File: src/rtl/hazard_ctrl_pkg.sv
// Shared definitions for the hazard controller: MDU timer state encoding,
// the "operand unused" tuse code, default MDU latencies and the operand hazard test.
package hazard_ctrl_pkg;

    typedef enum logic {
        MD_IDLE = 1'b0,
        MD_BUSY = 1'b1
    } md_state_e;

    localparam logic [1:0] TUSE_NONE    = 2'd3;
    localparam int         MULT_CYC_DEF = 5;
    localparam int         DIV_CYC_DEF  = 10;

    // A source operand hazards when a younger-needed value is still in flight in E or M.
    function automatic logic src_hazard(
        input logic [4:0] src,
        input logic [1:0] tuse,
        input logic [4:0] e_dst,
        input logic [1:0] e_tnew,
        input logic [4:0] m_dst,
        input logic [1:0] m_tnew
    );
        logic e_hit;
        logic m_hit;
        e_hit = (src == e_dst) && (tuse < e_tnew);
        m_hit = (src == m_dst) && (tuse < m_tnew);
        return (src != 5'd0) && (tuse != TUSE_NONE) && (e_hit || m_hit);
    endfunction

endpackage

File: src/rtl/hazard_ctrl_md_timer.sv
// MDU occupancy timer: tracks a started mult/div through its fixed latency
// and flags the final busy cycle.
module md_timer #(
    parameter int MULT_CYC = hazard_ctrl_pkg::MULT_CYC_DEF,
    parameter int DIV_CYC  = hazard_ctrl_pkg::DIV_CYC_DEF
) (
    input  logic clk,
    input  logic reset,
    input  logic E_start,
    input  logic E_is_div,
    output logic md_busy,
    output logic md_done
);
    import hazard_ctrl_pkg::*;

    md_state_e  state_q;
    logic [3:0] cnt_q;
    logic       busy_s;

    // Busy FSM with its down-counter; starts arriving while busy are dropped.
    always_ff @(posedge clk) begin
        if (reset) begin
            state_q <= MD_IDLE;
            cnt_q   <= 4'd0;
        end else begin
            case (state_q)
                MD_IDLE: begin
                    if (E_start) begin
                        state_q <= MD_BUSY;
                        cnt_q   <= E_is_div ? 4'(DIV_CYC) : 4'(MULT_CYC);
                    end else begin
                        state_q <= MD_IDLE;
                        cnt_q   <= cnt_q;
                    end
                end
                MD_BUSY: begin
                    cnt_q <= cnt_q - 4'd1;
                    if (cnt_q <= 4'd1) begin
                        state_q <= MD_IDLE;
                    end else begin
                        state_q <= MD_BUSY;
                    end
                end
                default: begin
                    state_q <= MD_IDLE;
                    cnt_q   <= 4'd0;
                end
            endcase
        end
    end

    // Reset masks a stale BUSY in its own cycle so an abort takes effect at once.
    assign busy_s  = (state_q == MD_BUSY) && !reset;
    assign md_busy = E_start || busy_s;
    assign md_done = busy_s && (cnt_q == 4'd1);

endmodule

File: src/rtl/hazard_ctrl.sv
// Pipeline hazard controller: operand RAW stalls against E/M, MDU-busy stalls,
// pipeline enable/clear generation and a saturating stall-cycle counter.
module hazard_ctrl #(
    parameter int MULT_CYC = hazard_ctrl_pkg::MULT_CYC_DEF,
    parameter int DIV_CYC  = hazard_ctrl_pkg::DIV_CYC_DEF
) (
    input  logic        clk,
    input  logic        reset,
    input  logic [4:0]  D_rs,
    input  logic [4:0]  D_rt,
    input  logic [1:0]  D_rs_tuse,
    input  logic [1:0]  D_rt_tuse,
    input  logic [4:0]  E_dst,
    input  logic [1:0]  E_tnew,
    input  logic [4:0]  M_dst,
    input  logic [1:0]  M_tnew,
    input  logic        D_is_md,
    input  logic        E_start,
    input  logic        E_is_div,
    output logic        PC_en,
    output logic        FD_en,
    output logic        DE_clr,
    output logic        md_busy,
    output logic        md_done,
    output logic [31:0] stall_cnt
);
    import hazard_ctrl_pkg::*;

    logic        rs_hz_s;
    logic        rt_hz_s;
    logic        md_hz_s;
    logic        stall_s;
    logic [31:0] stall_cnt_q;
    logic [31:0] stall_cnt_d;

    md_timer #(
        .MULT_CYC (MULT_CYC),
        .DIV_CYC  (DIV_CYC)
    ) u_md_timer (
        .clk      (clk),
        .reset    (reset),
        .E_start  (E_start),
        .E_is_div (E_is_div),
        .md_busy  (md_busy),
        .md_done  (md_done)
    );

    assign rs_hz_s = src_hazard(D_rs, D_rs_tuse, E_dst, E_tnew, M_dst, M_tnew);
    assign rt_hz_s = src_hazard(D_rt, D_rt_tuse, E_dst, E_tnew, M_dst, M_tnew);
    assign md_hz_s = D_is_md && md_busy;
    assign stall_s = rs_hz_s || rt_hz_s || md_hz_s;

    assign PC_en  = !stall_s;
    assign FD_en  = !stall_s;
    assign DE_clr = stall_s;

    // Next stall count: saturate at all-ones rather than wrap.
    always_comb begin
        stall_cnt_d = stall_cnt_q;
        if (stall_s && (stall_cnt_q != 32'hFFFF_FFFF)) begin
            stall_cnt_d = stall_cnt_q + 32'd1;
        end else begin
            stall_cnt_d = stall_cnt_q;
        end
    end

    // Stall counter register.
    always_ff @(posedge clk) begin
        if (reset) begin
            stall_cnt_q <= 32'd0;
        end else begin
            stall_cnt_q <= stall_cnt_d;
        end
    end

    assign stall_cnt = stall_cnt_q;

endmodule

File: config.mk
export PLATFORM = sky130hd
export DESIGN_NAME = hazard_ctrl
export DESIGN_NICKNAME = d
export VERILOG_FILES = /design/src/rtl/hazard_ctrl_pkg.sv /design/src/rtl/hazard_ctrl_md_timer.sv /design/src/rtl/hazard_ctrl.sv
export SDC_FILE = /design/constraint.sdc
export NUM_CORES = 1
export LEC_CHECK = 0
export CORE_MARGIN = 10
export CORE_UTILIZATION = 51
export CTS_CLUSTER_SIZE = 12
export DETAILED_ROUTE_END_ITERATION = 16
export GPL_ROUTABILITY_DRIVEN = 1
export HOLD_SLACK_MARGIN = 0.06
export PLACE_DENSITY = 0.91
export SLEW_MARGIN = 20
export SYNTH_ARGS = -nofsm -noshare
export SYNTH_HDL_FRONTEND = slang
export SYNTH_HIERARCHICAL = 1
export SYNTH_SLANG_ARGS = --single-unit
File: constraint.sdc
create_clock -name clk -period 11.85 [get_ports clk]
set_clock_uncertainty 0.1 [all_clocks]
set_input_delay 3.555 -clock clk [delete_from_list [all_inputs] [get_ports clk]]
set_output_delay 3.555 -clock clk [all_outputs]
set_load 0.05 [all_outputs]
* After elaboration in Yosys (flattened, before gate mapping) *
Index checks and enable logic that the tools add are counted.

operators by class
  add/sub/neg operators = 2
  mux-type cells = 6
  reduce and logical (&&, ||, !) cells = 21
  bitwise gates (word level) = 1
  $lt $le $gt $ge = 5
  equal/unequal tests = 9

operators by type and width
  operator                                                                count
  32-bit by 1-bit adder with 32-bit output (second input constant)        1
  32-bit != test (second input constant)                                  1
  5-bit == test                                                           4
  1-bit logical AND                                                       12
  5-bit nonzero test                                                      2
  2-bit less-than comparator                                              4
  4-bit two-way mux                                                       2
  4-bit case mux with 2 select lines                                      1
  2-bit != test (second input constant)                                   3
  1-bit logical OR                                                        5
  4-bit by 1-bit == test with 1-bit output (second input constant)        1
  4-bit by 1-bit <= comparator with 1-bit output (second input constant)  1
  4-bit by 1-bit subtractor with 4-bit output (second input constant)     1
  1-bit logical NOT                                                       2
  1-bit two-way mux                                                       2
  1-bit case mux with 2 select lines                                      1
  1-bit NOT                                                               1

storage, ports and cells
  output and inout bits = 37
  input port bits = 33
  logic and storage cells = 47
  register bits after elaboration = 37

* Depth between registers and ports, before layout *
Gate-level depths: netlist of run 1.

  depth after elaboration = 7
  gate-level depth with buffers = 10

* Hierarchy *
Netlist of run 1, hierarchy kept.

by module, submodules not included
  module       instances  seq. area each (um2)  cells each  area an instance (um2)
  hazard_ctrl  1          640.6                 246         1994.4
  md_timer     1          100.1                 37          301.5

* Worst setup path after synthesis of run 1 *
OpenSTA, ideal clock, no wires.

  path type = in2out
  start = input port M_tnew[1]
  end = output port DE_clr
  setup slack = 2.524 ns
  cell stages on the path = 8
  data arrival time = 5.671 ns
  cell sequence = inv_1 -> ha_1 -> a2111oi_2 -> nand4_1 -> a221oi_2 -> nor2_2 -> clkbuf_1 -> inv_1

between the ends
  word-level cells in the longest chain between the ends = 6
  elaborated cells between the ends (all ways) = 10
  those cells by class = order compare (2); reduce/logical (8)

RTL lines
  item                               RTL line               source
  from (decl)                        hazard_ctrl.sv:16      input logic [1:0] M_tnew,
  2-bit less-than comparator         hazard_ctrl_pkg.sv:26  m_hit = (src == m_dst) && (tuse < m_tnew);
  1-bit logical AND                  hazard_ctrl_pkg.sv:26
  1-bit logical OR                   hazard_ctrl_pkg.sv:27  return (src != 5'd0) && (tuse != TUSE_NONE) && (e_hit || m_hit);
  1-bit logical AND                  hazard_ctrl_pkg.sv:27
  1-bit logical OR (*) (2 in a row)  hazard_ctrl.sv:51      assign stall_s = rs_hz_s || rt_hz_s || md_hz_s;
  to (decl)                          hazard_ctrl.sv:22      output logic DE_clr,

Every way passes the cells marked *; elsewhere a longest branch is shown, timed or not.

* Final worst setup path of run 1 *
Same ends and word-level chain as after synthesis.

==> results.toml, run 1 <==
[cts]
clock-sinks = 37
htree_levels = 2
cts_resized = 0
clk_latency_ns = 0.29
ctsRootBufferMaster = "clkbuf_8"
post_cts_buffers = 0
clockBufferDepth = 2
clk_pin_slew_worst_paths_ns = 0.07
cts_buffers = 5
tritoncts = "built"
cts_hold_buf = 0

[logic_synthesis]
synthDistinctLibCells = 44
avgSynthCellArea_sq_um = 8.11
synth_edf_count = 0
ys_async_sr_fraction_pct = 0
synth_most_common_cell = "dfxtp_1"
synth_top_area_share_pct = 32.3
ys_ff_latch = 37
ys_top_cells_by_count = "dfxtp_1 (37), a21oi_1 (27), or3_1 (20), o21ai_0 (19)"
synth_top_area_cell = "dfxtp_1"
syn_inst = 283
synth_area_leaders = "dfxtp_1 (32%), a21oi_1 (5.9%), xor2_1 (5.7%)"
yosysWarnings = 6
synth_ff_type = "dfxtp_1"
syn_area_sq_um = 2300
synth_nets = 323
yosysSeqAreaShare_pct = 32.3

[cells_and_area]
area_growth_pct = 33.9
finalNetCount = 389
final_cell_area_sq_um = 3070
fin_cells = 401
fin_util_pct = 70.6
drive_gt1_share_pct = 5.16
antenna_cells = 0

[sta]
rsz0062_at_grt = "false"
period_needed_ns = 10.06
worst_slew_pin_slew_ns = 0.856
finalCritPeriodShare_pct = 84.9
slew_violations = 0
fmax_ghz = 0.0994
whs_ns = 0.395
relSlewSlack_pct = 42.9
hold_violations = 0
setup_viol = 0
setup-tns-final_ns = 0
setup_ws_ns = 1.79

[routing]
drtAntennaViolNets = 0
drc_errors = 0
drt_pass1_iterations = 4
vias_per_cell = 5.90
routedWlPerCell_microns = 15.9
routed_wirelength_microns = 6390
drt_iter0_drc = 112
vias = 2367

[floorplan]
core_sq_um = 4350
io_pins = 70
die_area_sq_um = 7590
initial_utilization_pct = 52.7
rows = 24
die_w_microns = 87.1
fp.dieH_microns = 87.1

[global_routing]
grtUsageMet1_pct = 19.0
grt.busiest_layer = "met2"
overflow = 0
grt_max_degree = 43
grt_pass1_wl_microns = 10500
use_met2_pct = 28.1
use_met3_pct = 6.46
grt_pass1_vias = 2227
grt_use_total_pct = 16.5
antenna_found_initial = 0

[power_and_ir_drop]
power.total_mw = 0.278
power_density_nw_per_um2 = 90.4
leakage_nw = 0.993
ir_drop_uv = 48.4

[placement]
dpl.hpwl_microns = 4950
dpl_cell_area_sq_um = 2990
port_buffers = 69
placed_cells = 394
post-place-ws_ns = 1.77
gp_congestion = 0.826

[job]
maxCapViolCount = 0

[worst_setup_path]
critPathCaptureType = "primary output"
cp_max_fo = 19
startpoint_type = "primary input"
cp_data_required_time_ns = 8.20
crit_type = "in2out"
arrival_ns = 6.41

[status]
status = "finished clean"

[min_path]
min_path_type = "reg2reg"
final timing paths:
path | start | to | slack [ns] | depth (start not counted)
hold reg to reg | stall_cnt[10] | stall_cnt[10] | 0.39 | 2
hold / removal | stall_cnt[10] | stall_cnt[10] | 0.39 | 2
setup reg to reg | stall_cnt[0] | stall_cnt[2] | 9.10 | 7
setup / recovery | M_tnew[1] | DE_clr | 1.79 | 9
flip-flops by register name, summed over array words and instances (netlist names):
register,flops
stall_cnt,32
u_md_timer/cnt_q,4
u_md_timer/state_q,1
power breakdown:
group	total, mW	switching [mW]	internal [mW]	leakage (nW)
logic	0.0552	0.0304	0.0248	0.650
registers	0.131	0.00398	0.127	0.299
clock network	0.0916	0.0454	0.0462	0.0443
total	0.278	0.0797	0.198	0.993
cell type report:
cell class	instances	area [sq um]
fill	347	1280
clock buffer	7	86.3
timing repair buffer	71	706
multi-input combinational	219	1420
tap	52	65.1
sequential	37	741
inverter	15	56.3
cells in the final DEF, fill, tap and decap left out, types with 7 or more instances in the layout:
cell             count
clkdlybuf4s50_1     69
dfxtp_1             37
a21oi_1             27
or3_1               20
o21ai_0             19
inv_1               15
xor2_1              15
nor2_1              14
nand2_1             14
nand3_1             12
or4_1               11
nand4_1              9
o31ai_1              8
nand2b_1             7
ha_1                 7
layer usage:
metal	up-vias	part of all wire, %
li1	1184	-
met1	1100	41
met2	74	50
met3	9	8.3
met4	0	1.2
met5	-	0
critical path, stage by stage:
cell and delay, ns:
clkdlybuf4s50_1 0.46, inv_1 0.06, ha_1 0.29, a2111oi_2 0.30, nand4_1 0.17, a221oi_2 0.44
nor2_2 0.24, inv_1 0.09, clkdlybuf4s50_1 0.80
logic make-up (layout without fill, tap and decap cells):
kind of cell | count (synthesis) | count (layout) | synth area share [%]
AO/OA/AOI/OAI | 78 | 78 | 21.6
XOR/XNOR | 21 | 21 | 8.01
adder cells (fa/ha/maj) | 7 | 7 | 3.81
buffers and inverters | 27 | 93 | 5.89
flip-flops | 37 | 37 | 32.3
multiplexers | 3 | 3 | 1.42
AND/OR/NAND/NOR | 110 | 110 | 27.0
No activity file was read; power rests on OpenSTA's default activity.
==> run 2: changes to the inputs <==
CORE_UTILIZATION = 47   (was 51)
PLACE_DENSITY = 0.85   (was 0.91)
clock period = 10.4 ns   (was 11.85 ns; I/O delays follow)
==> run 2 against run 1 <==
Wire length fell by 1.6%; worst setup slack worse by 0.62 ns; clock power grew 10%; highest routed layer unchanged; critical path type unchanged; largest cell class unchanged; largest power group unchanged; clock-buffer cell count stayed put.
==> results.toml, run 2 (synthesis results as in run 1) <==
[global_routing]
grt_pass1_wl_microns = 10800
use_met2_pct = 26.7
grt_max_degree = 43
antenna_found_initial = 0
grt_pass1_vias = 2301
use_met3_pct = 5.82
grtUsageMet1_pct = 17.4
overflow = 0
grt.busiest_layer = "met2"
grt_use_total_pct = 15.5

[cts]
tritoncts = "built"
htree_levels = 2
cts_resized = 0
ctsRootBufferMaster = "clkbuf_8"
clk_latency_ns = 0.29
post_cts_buffers = 0
cts_hold_buf = 0
clk_pin_slew_worst_paths_ns = 0.07
clockBufferDepth = 2
cts_buffers = 5
clock-sinks = 37

[sta]
finalCritPeriodShare_pct = 88.8
worst_slew_pin_slew_ns = 0.864
setup_viol = 0
hold_violations = 0
setup-tns-final_ns = 0
rsz0062_at_grt = "false"
period_needed_ns = 9.23
slew_violations = 0
relSlewSlack_pct = 42.4
fmax_ghz = 0.108

[routing]
drtAntennaViolNets = 0
drt_pass1_iterations = 4
routedWlPerCell_microns = 15.1
vias = 2352
drt_iter0_drc = 181
routed_wirelength_microns = 6290
drc_errors = 0
vias_per_cell = 5.65

[worst_setup_path]
reg2regPathDepth = 7
startpoint_type = "primary input"
r2r-end = "stall_cnt[2]"
cp_data_required_time_ns = 7.18
cp_slowest_cell = "clkdlybuf4s50_1"
crit_type = "in2out"
cp_top_family = "buffers and inverters"
critPathCaptureType = "primary output"
r2r_slack_ns = 7.58
arrival_ns = 6.01
r2r_start = "stall_cnt[0]"
critPathMaxStageDelay_ns = 0.80
cpMostUsedCell = "clkdlybuf4s50_1"
cp_cell_sequence = "clkdlybuf4s50_1, ha_1, a2111oi_2, nand4_1, a221oi_2, nor2_2, inv_1, clkdlybuf4s50_1"
cp_num_buf_inv = 3
cp_max_fo = 19

[min_path]
hold_depth = 2
hold_end = "stall_cnt[27]"
hp-start = "stall_cnt[27]"
min_path_type = "reg2reg"

[cells_and_area]
largest_register_ffs = 32
finalNetCount = 389
final_common_cell = "clkdlybuf4s50_1"
most-common-layout-cells = "clkdlybuf4s50_1 (69), dfxtp_1 (37), a21oi_1 (27), or3_1 (20), o21ai_0 (19)"
antenna_cells = 0
drive_gt1_share_pct = 5.16
area_growth_pct = 34.7
fillers = 416

[floorplan]
die_area_sq_um = 8080
initial_utilization_pct = 48.6
die_w_microns = 89.9
core_sq_um = 4720
fp.dieH_microns = 89.9
io_pins = 70
rows = 25

[power_and_ir_drop]
ir_drop_uv = 92.3
leakage_nw = 0.993
power_density_nw_per_um2 = 101
power.total_mw = 0.313

[placement]
port_buffers = 69
gp_congestion = 0.923
dpl.hpwl_microns = 4900

[job]
maxCapViolCount = 0

[status]
status = "finished clean"
[run 2: layer usage]
metal	wire (microns)	up-vias
met5	0	-
met4	86	0
met3	477	8
met2	3090	67
met1	2630	1094
li1	-	1183
[run 2: tightest hold or removal path: stages (launching register included)]
cell and delay (ns):
dfxtp_1 0.33, o31ai_1 0.07, a21oi_1 0.05
[run 2: worst max path at each step]
stage | end | depth (start not counted) | slack [ns] | startpoint
after floorplan | DE_clr | 8 | 1.94 | M_tnew[1]
after global placement | DE_clr | 8 | 1.23 | D_rt_tuse[1]
after detailed placement | DE_clr | 8 | 1.16 | D_rt_tuse[1]
after CTS | DE_clr | 8 | 1.15 | D_rt_tuse[1]
after global routing | DE_clr | 8 | 0.97 | D_rt_tuse[1]
final | DE_clr | 8 | 1.17 | D_rt_tuse[1]
[run 2: power by group]
part           leakage, nW  total, mW  switching, mW  internal [mW]
clock               0.0443      0.101         0.0480         0.0526
sequential           0.299      0.149        0.00458          0.145
combinational        0.650     0.0627         0.0345         0.0283
[run 2: per-stage QoR]
step / setup slack (ns) / cell area [sq um] / hold slack, ns / std cells / utilization [%]
after floorplan: 1.94 / 2300 / 0.374 / 283 / -
after global placement: 1.23 / 3010 / 0.374 / 409 / 63.7
after detailed placement: 1.16 / 3010 / 0.388 / 409 / 63.7
after CTS: 1.15 / 3090 / 0.401 / 416 / 65.5
after global routing: 0.967 / 3090 / 0.429 / 416 / 65.5
final: 1.17 / 3090 / 0.395 / 416 / 65.5
[run 2: layout make-up]
cell class	count	area, sq um	area share, %
flip-flops and latches	37	741	23.9
well taps	67	83.8	2.71
multi-input cells	219	1420	45.9
clock buffers	7	86.3	2.79
inverters	15	56.3	1.82
repair buffers	71	706	22.8
